## config.mk

```make
export PLATFORM = sky130hd
export DESIGN_NAME = mem_wb_stage
export DESIGN_NICKNAME = d
export VERILOG_FILES = /design/src/rtl/mem_wb_stage.sv
export SDC_FILE = /design/constraint.sdc
export NUM_CORES = 1
export LEC_CHECK = 0
export ABC_AREA = 0
export BUFFER_PORTS_ARGS = -buffer_cell sky130_fd_sc_hd__buf_4
export CAP_MARGIN = 20
export CORE_AREA = 2 2 123 125
export CTS_CLUSTER_DIAMETER = 120
export CTS_CLUSTER_SIZE = 40
export DETAILED_ROUTE_END_ITERATION = 6
export DIE_AREA = 0 0 125 127
export PLACE_DENSITY = 0.76
export SLEW_MARGIN = 20
export SYNTH_ARGS = -nofsm -noshare
export SYNTH_HDL_FRONTEND = slang
export SYNTH_SLANG_ARGS = --single-unit
```

## constraint.sdc

```tcl
create_clock -name clk -period 4.55 [get_ports clk]
set_clock_uncertainty 0.2 [all_clocks]
set_input_delay 0 -clock clk [delete_from_list [all_inputs] [get_ports clk]]
set_output_delay 0 -clock clk [all_outputs]
set_load 0.02 [all_outputs]
```

## src/rtl/mem_wb_stage.sv

```systemverilog
// mem_wb_stage: consumer end of the EX/MEM pipeline register.
// Resolves the branch, runs the req/ack data-memory handshake,
// stalls upstream while an access is outstanding, and registers
// the MEM/WB fields for write-back.
// Optional feature: define MEM_TIMEOUT_EN to abort accesses that are
// not acknowledged within TIMEOUT_CYCLES and raise a sticky bus_err.
module mem_wb_stage #(
    parameter int DATA_W         = 32,
    parameter int TIMEOUT_CYCLES = 16
) (
    input  logic              clk,
    input  logic              rst_n,
    input  logic              ex_valid,
    input  logic [DATA_W-1:0] ex_adder,
    input  logic [DATA_W-1:0] ex_alu,
    input  logic              ex_zf,
    input  logic [DATA_W-1:0] ex_rd2,
    input  logic [1:0]        ex_wb,
    input  logic [2:0]        ex_m,
    input  logic [4:0]        ex_dst,
    output logic              stall,
    output logic              pc_src,
    output logic [DATA_W-1:0] branch_target,
    output logic              mem_req,
    output logic              mem_we,
    output logic [DATA_W-1:0] mem_addr,
    output logic [DATA_W-1:0] mem_wdata,
    input  logic [DATA_W-1:0] mem_rdata,
    input  logic              mem_ack,
`ifdef MEM_TIMEOUT_EN
    output logic              bus_err,
`endif
    output logic              wb_valid,
    output logic [1:0]        wb_ctrl,
    output logic [DATA_W-1:0] wb_rdata,
    output logic [DATA_W-1:0] wb_alu,
    output logic [4:0]        wb_dst
);

    typedef enum logic {IDLE, ACCESS} state_t;

    state_t            state_q, state_d;
    logic              mem_req_q, mem_req_d;
    logic              mem_we_q, mem_we_d;
    logic [DATA_W-1:0] mem_addr_q, mem_addr_d;
    logic [DATA_W-1:0] mem_wdata_q, mem_wdata_d;
    logic [1:0]        lat_wb_q, lat_wb_d;
    logic [DATA_W-1:0] lat_alu_q, lat_alu_d;
    logic [4:0]        lat_dst_q, lat_dst_d;
    logic              wb_valid_q, wb_valid_d;
    logic [1:0]        wb_ctrl_q, wb_ctrl_d;
    logic [DATA_W-1:0] wb_rdata_q, wb_rdata_d;
    logic [DATA_W-1:0] wb_alu_q, wb_alu_d;
    logic [4:0]        wb_dst_q, wb_dst_d;
    logic              memop;
    logic              timeout_hit;

`ifdef MEM_TIMEOUT_EN
    logic [7:0]        tmo_cnt_q, tmo_cnt_d;
    logic              bus_err_q, bus_err_d;

    // Abort fires in the last ACCESS cycle that still has no ack
    assign timeout_hit = (state_q == ACCESS) && !mem_ack &&
                         (tmo_cnt_q == 8'(TIMEOUT_CYCLES - 1));
    assign bus_err     = bus_err_q;
`else
    assign timeout_hit = 1'b0;
`endif

    assign memop         = ex_valid & (ex_m[1] | ex_m[0]);
    assign pc_src        = ex_valid & ex_m[2] & ex_zf;
    assign branch_target = ex_adder;
    assign stall         = ((state_q == IDLE) & memop) |
                           ((state_q == ACCESS) & ~mem_ack & ~timeout_hit);

    assign mem_req   = mem_req_q;
    assign mem_we    = mem_we_q;
    assign mem_addr  = mem_addr_q;
    assign mem_wdata = mem_wdata_q;
    assign wb_valid  = wb_valid_q;
    assign wb_ctrl   = wb_ctrl_q;
    assign wb_rdata  = wb_rdata_q;
    assign wb_alu    = wb_alu_q;
    assign wb_dst    = wb_dst_q;

    // Next-state and next-output logic for the IDLE/ACCESS handshake FSM
    always_comb begin
        state_d     = state_q;
        mem_req_d   = mem_req_q;
        mem_we_d    = mem_we_q;
        mem_addr_d  = mem_addr_q;
        mem_wdata_d = mem_wdata_q;
        lat_wb_d    = lat_wb_q;
        lat_alu_d   = lat_alu_q;
        lat_dst_d   = lat_dst_q;
        wb_valid_d  = wb_valid_q;
        wb_ctrl_d   = wb_ctrl_q;
        wb_rdata_d  = wb_rdata_q;
        wb_alu_d    = wb_alu_q;
        wb_dst_d    = wb_dst_q;
`ifdef MEM_TIMEOUT_EN
        tmo_cnt_d   = tmo_cnt_q;
        bus_err_d   = bus_err_q;
`endif
        case (state_q)
            IDLE: begin
                if (memop) begin
                    state_d     = ACCESS;
                    mem_req_d   = 1'b1;
                    mem_we_d    = ex_m[0];
                    mem_addr_d  = ex_alu;
                    mem_wdata_d = ex_rd2;
                    lat_wb_d    = ex_wb;
                    lat_alu_d   = ex_alu;
                    lat_dst_d   = ex_dst;
                    wb_valid_d  = 1'b0;
`ifdef MEM_TIMEOUT_EN
                    tmo_cnt_d   = 8'd0;
`endif
                end else begin
                    wb_valid_d  = ex_valid;
                    wb_ctrl_d   = ex_wb;
                    wb_alu_d    = ex_alu;
                    wb_dst_d    = ex_dst;
                    wb_rdata_d  = '0;
                end
            end
            ACCESS: begin
                wb_valid_d = 1'b0;
                if (mem_ack) begin
                    state_d    = IDLE;
                    mem_req_d  = 1'b0;
                    wb_rdata_d = mem_we_q ? '0 : mem_rdata;
                    wb_ctrl_d  = lat_wb_q;
                    wb_alu_d   = lat_alu_q;
                    wb_dst_d   = lat_dst_q;
                    wb_valid_d = 1'b1;
                end else if (timeout_hit) begin
                    state_d    = IDLE;
                    mem_req_d  = 1'b0;
                    wb_rdata_d = '0;
                    wb_ctrl_d  = 2'b00;
                    wb_alu_d   = lat_alu_q;
                    wb_dst_d   = lat_dst_q;
                    wb_valid_d = 1'b1;
`ifdef MEM_TIMEOUT_EN
                    bus_err_d  = 1'b1;
`endif
                end else begin
`ifdef MEM_TIMEOUT_EN
                    tmo_cnt_d  = tmo_cnt_q + 8'd1;
`endif
                end
            end
            default: state_d = IDLE;
        endcase
    end

    // State and output registers; async reset abandons any access in flight
    always_ff @(posedge clk or negedge rst_n) begin
        if (!rst_n) begin
            state_q     <= IDLE;
            mem_req_q   <= 1'b0;
            mem_we_q    <= 1'b0;
            mem_addr_q  <= '0;
            mem_wdata_q <= '0;
            lat_wb_q    <= 2'b00;
            lat_alu_q   <= '0;
            lat_dst_q   <= 5'd0;
            wb_valid_q  <= 1'b0;
            wb_ctrl_q   <= 2'b00;
            wb_rdata_q  <= '0;
            wb_alu_q    <= '0;
            wb_dst_q    <= 5'd0;
`ifdef MEM_TIMEOUT_EN
            tmo_cnt_q   <= 8'd0;
            bus_err_q   <= 1'b0;
`endif
        end else begin
            state_q     <= state_d;
            mem_req_q   <= mem_req_d;
            mem_we_q    <= mem_we_d;
            mem_addr_q  <= mem_addr_d;
            mem_wdata_q <= mem_wdata_d;
            lat_wb_q    <= lat_wb_d;
            lat_alu_q   <= lat_alu_d;
            lat_dst_q   <= lat_dst_d;
            wb_valid_q  <= wb_valid_d;
            wb_ctrl_q   <= wb_ctrl_d;
            wb_rdata_q  <= wb_rdata_d;
            wb_alu_q    <= wb_alu_d;
            wb_dst_q    <= wb_dst_d;
`ifdef MEM_TIMEOUT_EN
            tmo_cnt_q   <= tmo_cnt_d;
            bus_err_q   <= bus_err_d;
`endif
        end
    end

endmodule

```

==> results.md <==
* CTS H-tree depth at 4
* Pleak at 4.82 nW
* Worst EP required at 4350 ps
* Initial Util at 42.9%
* FF+latch count, synth at 146
* Critical path arrival at 2290 ps
* Synth Instances at 405
* Drt drc at 0
* FILL cells at 943
* Most common cell after layout, fill and taps aside: buf_4
* Max cap viols at 0
* Yosys top cell area share at 59.0%
* Setup crit start kind: flop
* Crit path time final at 2490 ps
* Synth Warn # at 0
* Final core occ at 69.8%
* Hold Vio Cnt, Final at 0
* Die height at 127 um
* Design Power at 4.60 mW
* FF-to-FF path depth at 3
* PD cells at 457 nW/um2
* Setup Crit Path Kind: flop to output pin
* Vias per cell at 5.00
* RD Place Congestion at 0.763
* Unique masters post-synth at 17
* Synthesized cell area at 6190 um2
* CTS Sinks at 146
* Worst Path Max Fanout at 44
* Max Fclk at 401 MHz
* Total GRT Usage at 22.2%
* Area Growth Syn to Fin at 62.5%
* Number of nets in the layout at 916
* Mapped Nets at 548
* Deepest clock path buffer count at 2
* Clock Pin Slew Worst Setup and Hold Paths at 60 ps
* Die Span X at 125 um
* Crit end category: output pin
* IO Port Bufs at 250
* Layout cells sized above 1 at 55.5%
* Maximum vdd drop at 0.334 mV
* HP Class: primary input to async pin
* Vias in the first global route at 5,356
* Detail Placement HPWL at 10.4 mm
* Final wirelength at 17.8 mm
* RSZ-0062 raised after global routing: false
* Starting DRT DRC Count at 158
* Area contributors post-synth: dfrtp_1, mux2_2, buf_4
* Setup bufs post-CTS at 0
* Row count at 44
* Drt wl/cell at 18.3 um
* Clock Latency Late Sink at 420 ps
* Initial antenna violation count at 0
* Overflow after GRT at 0
* CTS buffer count at 17
* Final setup viols at 0
* Worst Max-Slew Pin Slew at 893 ps
* Diode count at 0
* Clock root buffer master: clkbuf_16
* Pin count of the biggest net entering global routing at 99
* Core area at 14,400 um2
* Vias at 4,842
* Die Area at 15,900 um2
* Most frequent cells in the layout: buf_4, mux2_2, dlygate4sd3_1, dfrtp_1, a22o_1
* WHS at 33.4 ps
* Global-route wire length before repair at 27.6 mm
* Synth Area per Inst at 15.3 um2
* Status: complete, no violations
* Post-route ant nets at 0
* Register area share after synthesis at 59.0%
* Yosys top cell by area: dfrtp_1
* Max-slew violations at 0
* IO Count at 315
* Final period util at 54.8%
* Rel. slew slack at 40.5%
* Pre-antenna DRT Iters at 4
* Final setup TNS at 0 ps
* CTS tree: built
==> timing repair <==
| item | 4_1_cts | 5_1_grt |
|---|---|---|
| hold buffers | 148 | 1 |
| gates resized for setup | 0 | 0 |
| endpoints found under the hold margin | 274 | 1 |
==> logic make-up (layout without fill, tap and decap cells) <==
logic type             Yosys count  after routing  share of synthesized area (%)
multiplexers                   150            150                           27.5
flip-flops                     146            146                           59.0
AO/OA/AOI/OAI                   36             36                           4.87
buffers and inverters           56            435                           6.44
AND/OR/NAND/NOR                 17             17                           2.24
==> worst max-delay path: stages, from the launching register on <==
cell	delay (ps)
dfrtp_2	550
mux2i_4	620
buf_16	240
buf_12	230
buf_4	180
==> sequential cells by signal, summed over array words and instances, names as in the netlist <==
| register | cells |
|---|---|
| mem_wdata | 32 |
| wb_valid | 1 |
| lat_alu_q | 32 |
| mem_we | 1 |
| mem_req | 1 |
| wb_dst | 5 |
| wb_rdata | 32 |
| lat_dst_q | 5 |
| lat_wb_q | 2 |
| state_q | 1 |
| wb_ctrl | 2 |
| wb_alu | 32 |
==> synth_stat cells <==
cell type  number
clkbuf_1        5
buf_2           7
buf_6           4
dfrtp_1       146
nor2_1          1
nand2_1         2
mux2i_4         1
a22o_1         24
a21o_1         11
mux2_2        149
and3b_1         1
o21ai_2         1
nor2b_1         1
and4b_1        10
and3_1          1
nor2_2          1
buf_4          40
==> cell type report <==
class                   instances  area (um2)  share of cell area, %
repair buffers                405        3450                   34.3
flip-flops and latches        146        3650                   36.3
clock inverters                 4        73.8                  0.734
clock buffers                  26         509                   5.06
multi-input cells             203        2150                   21.3
well taps                     184         230                   2.29
==> through the flow <==
step	setup WS [ps]	cells	instance area (um2)
after floorplan	2830	405	6190
after global placement	2030	788	7960
after detailed placement	1940	788	7960
after CTS	1790	966	10000
after global routing	1950	968	10100
final	2060	968	10100
==> per-layer routing <==
layer  wire length (um)  GRT usage [%]  share of wire (%)  vias up
met4                461           10.3                2.6        0
met5                  0              0                  0        -
met3               1230           7.54                6.9       36
met2               9330           39.1                 53      223
met1               6740           24.4                 38     2415
li1                   -              -                  -     2168
==> final timing paths <==
| kind | startpoint | end | slack, ps |
|---|---|---|---|
| max | state_q$_DFF_PN0_ | stall | 2060 |
| min | rst_n | mem_wdata[4]$_DFFE_PN0P_ | 30 |
| max reg2reg | state_q$_DFF_PN0_ | wb_rdata[13]$_DFFE_PN0P_ | 2090 |
| min reg2reg | wb_rdata[30]$_DFFE_PN0P_ | wb_rdata[30]$_DFFE_PN0P_ | 280 |
| max in group asynchronous | rst_n | wb_rdata[8]$_DFFE_PN0P_ | 2900 |
| min in group clk | mem_rdata[24] | wb_rdata[24]$_DFFE_PN0P_ | 150 |
==> power by group <==
| part | total [mW] | switching [mW] | internal (mW) |
|---|---|---|---|
| Clock | 1.38 | 0.504 | 0.874 |
| Sequential | 1.75 | 0.181 | 1.57 |
| Combinational | 1.47 | 0.707 | 0.761 |
Power figures use the tool's default switching activity.
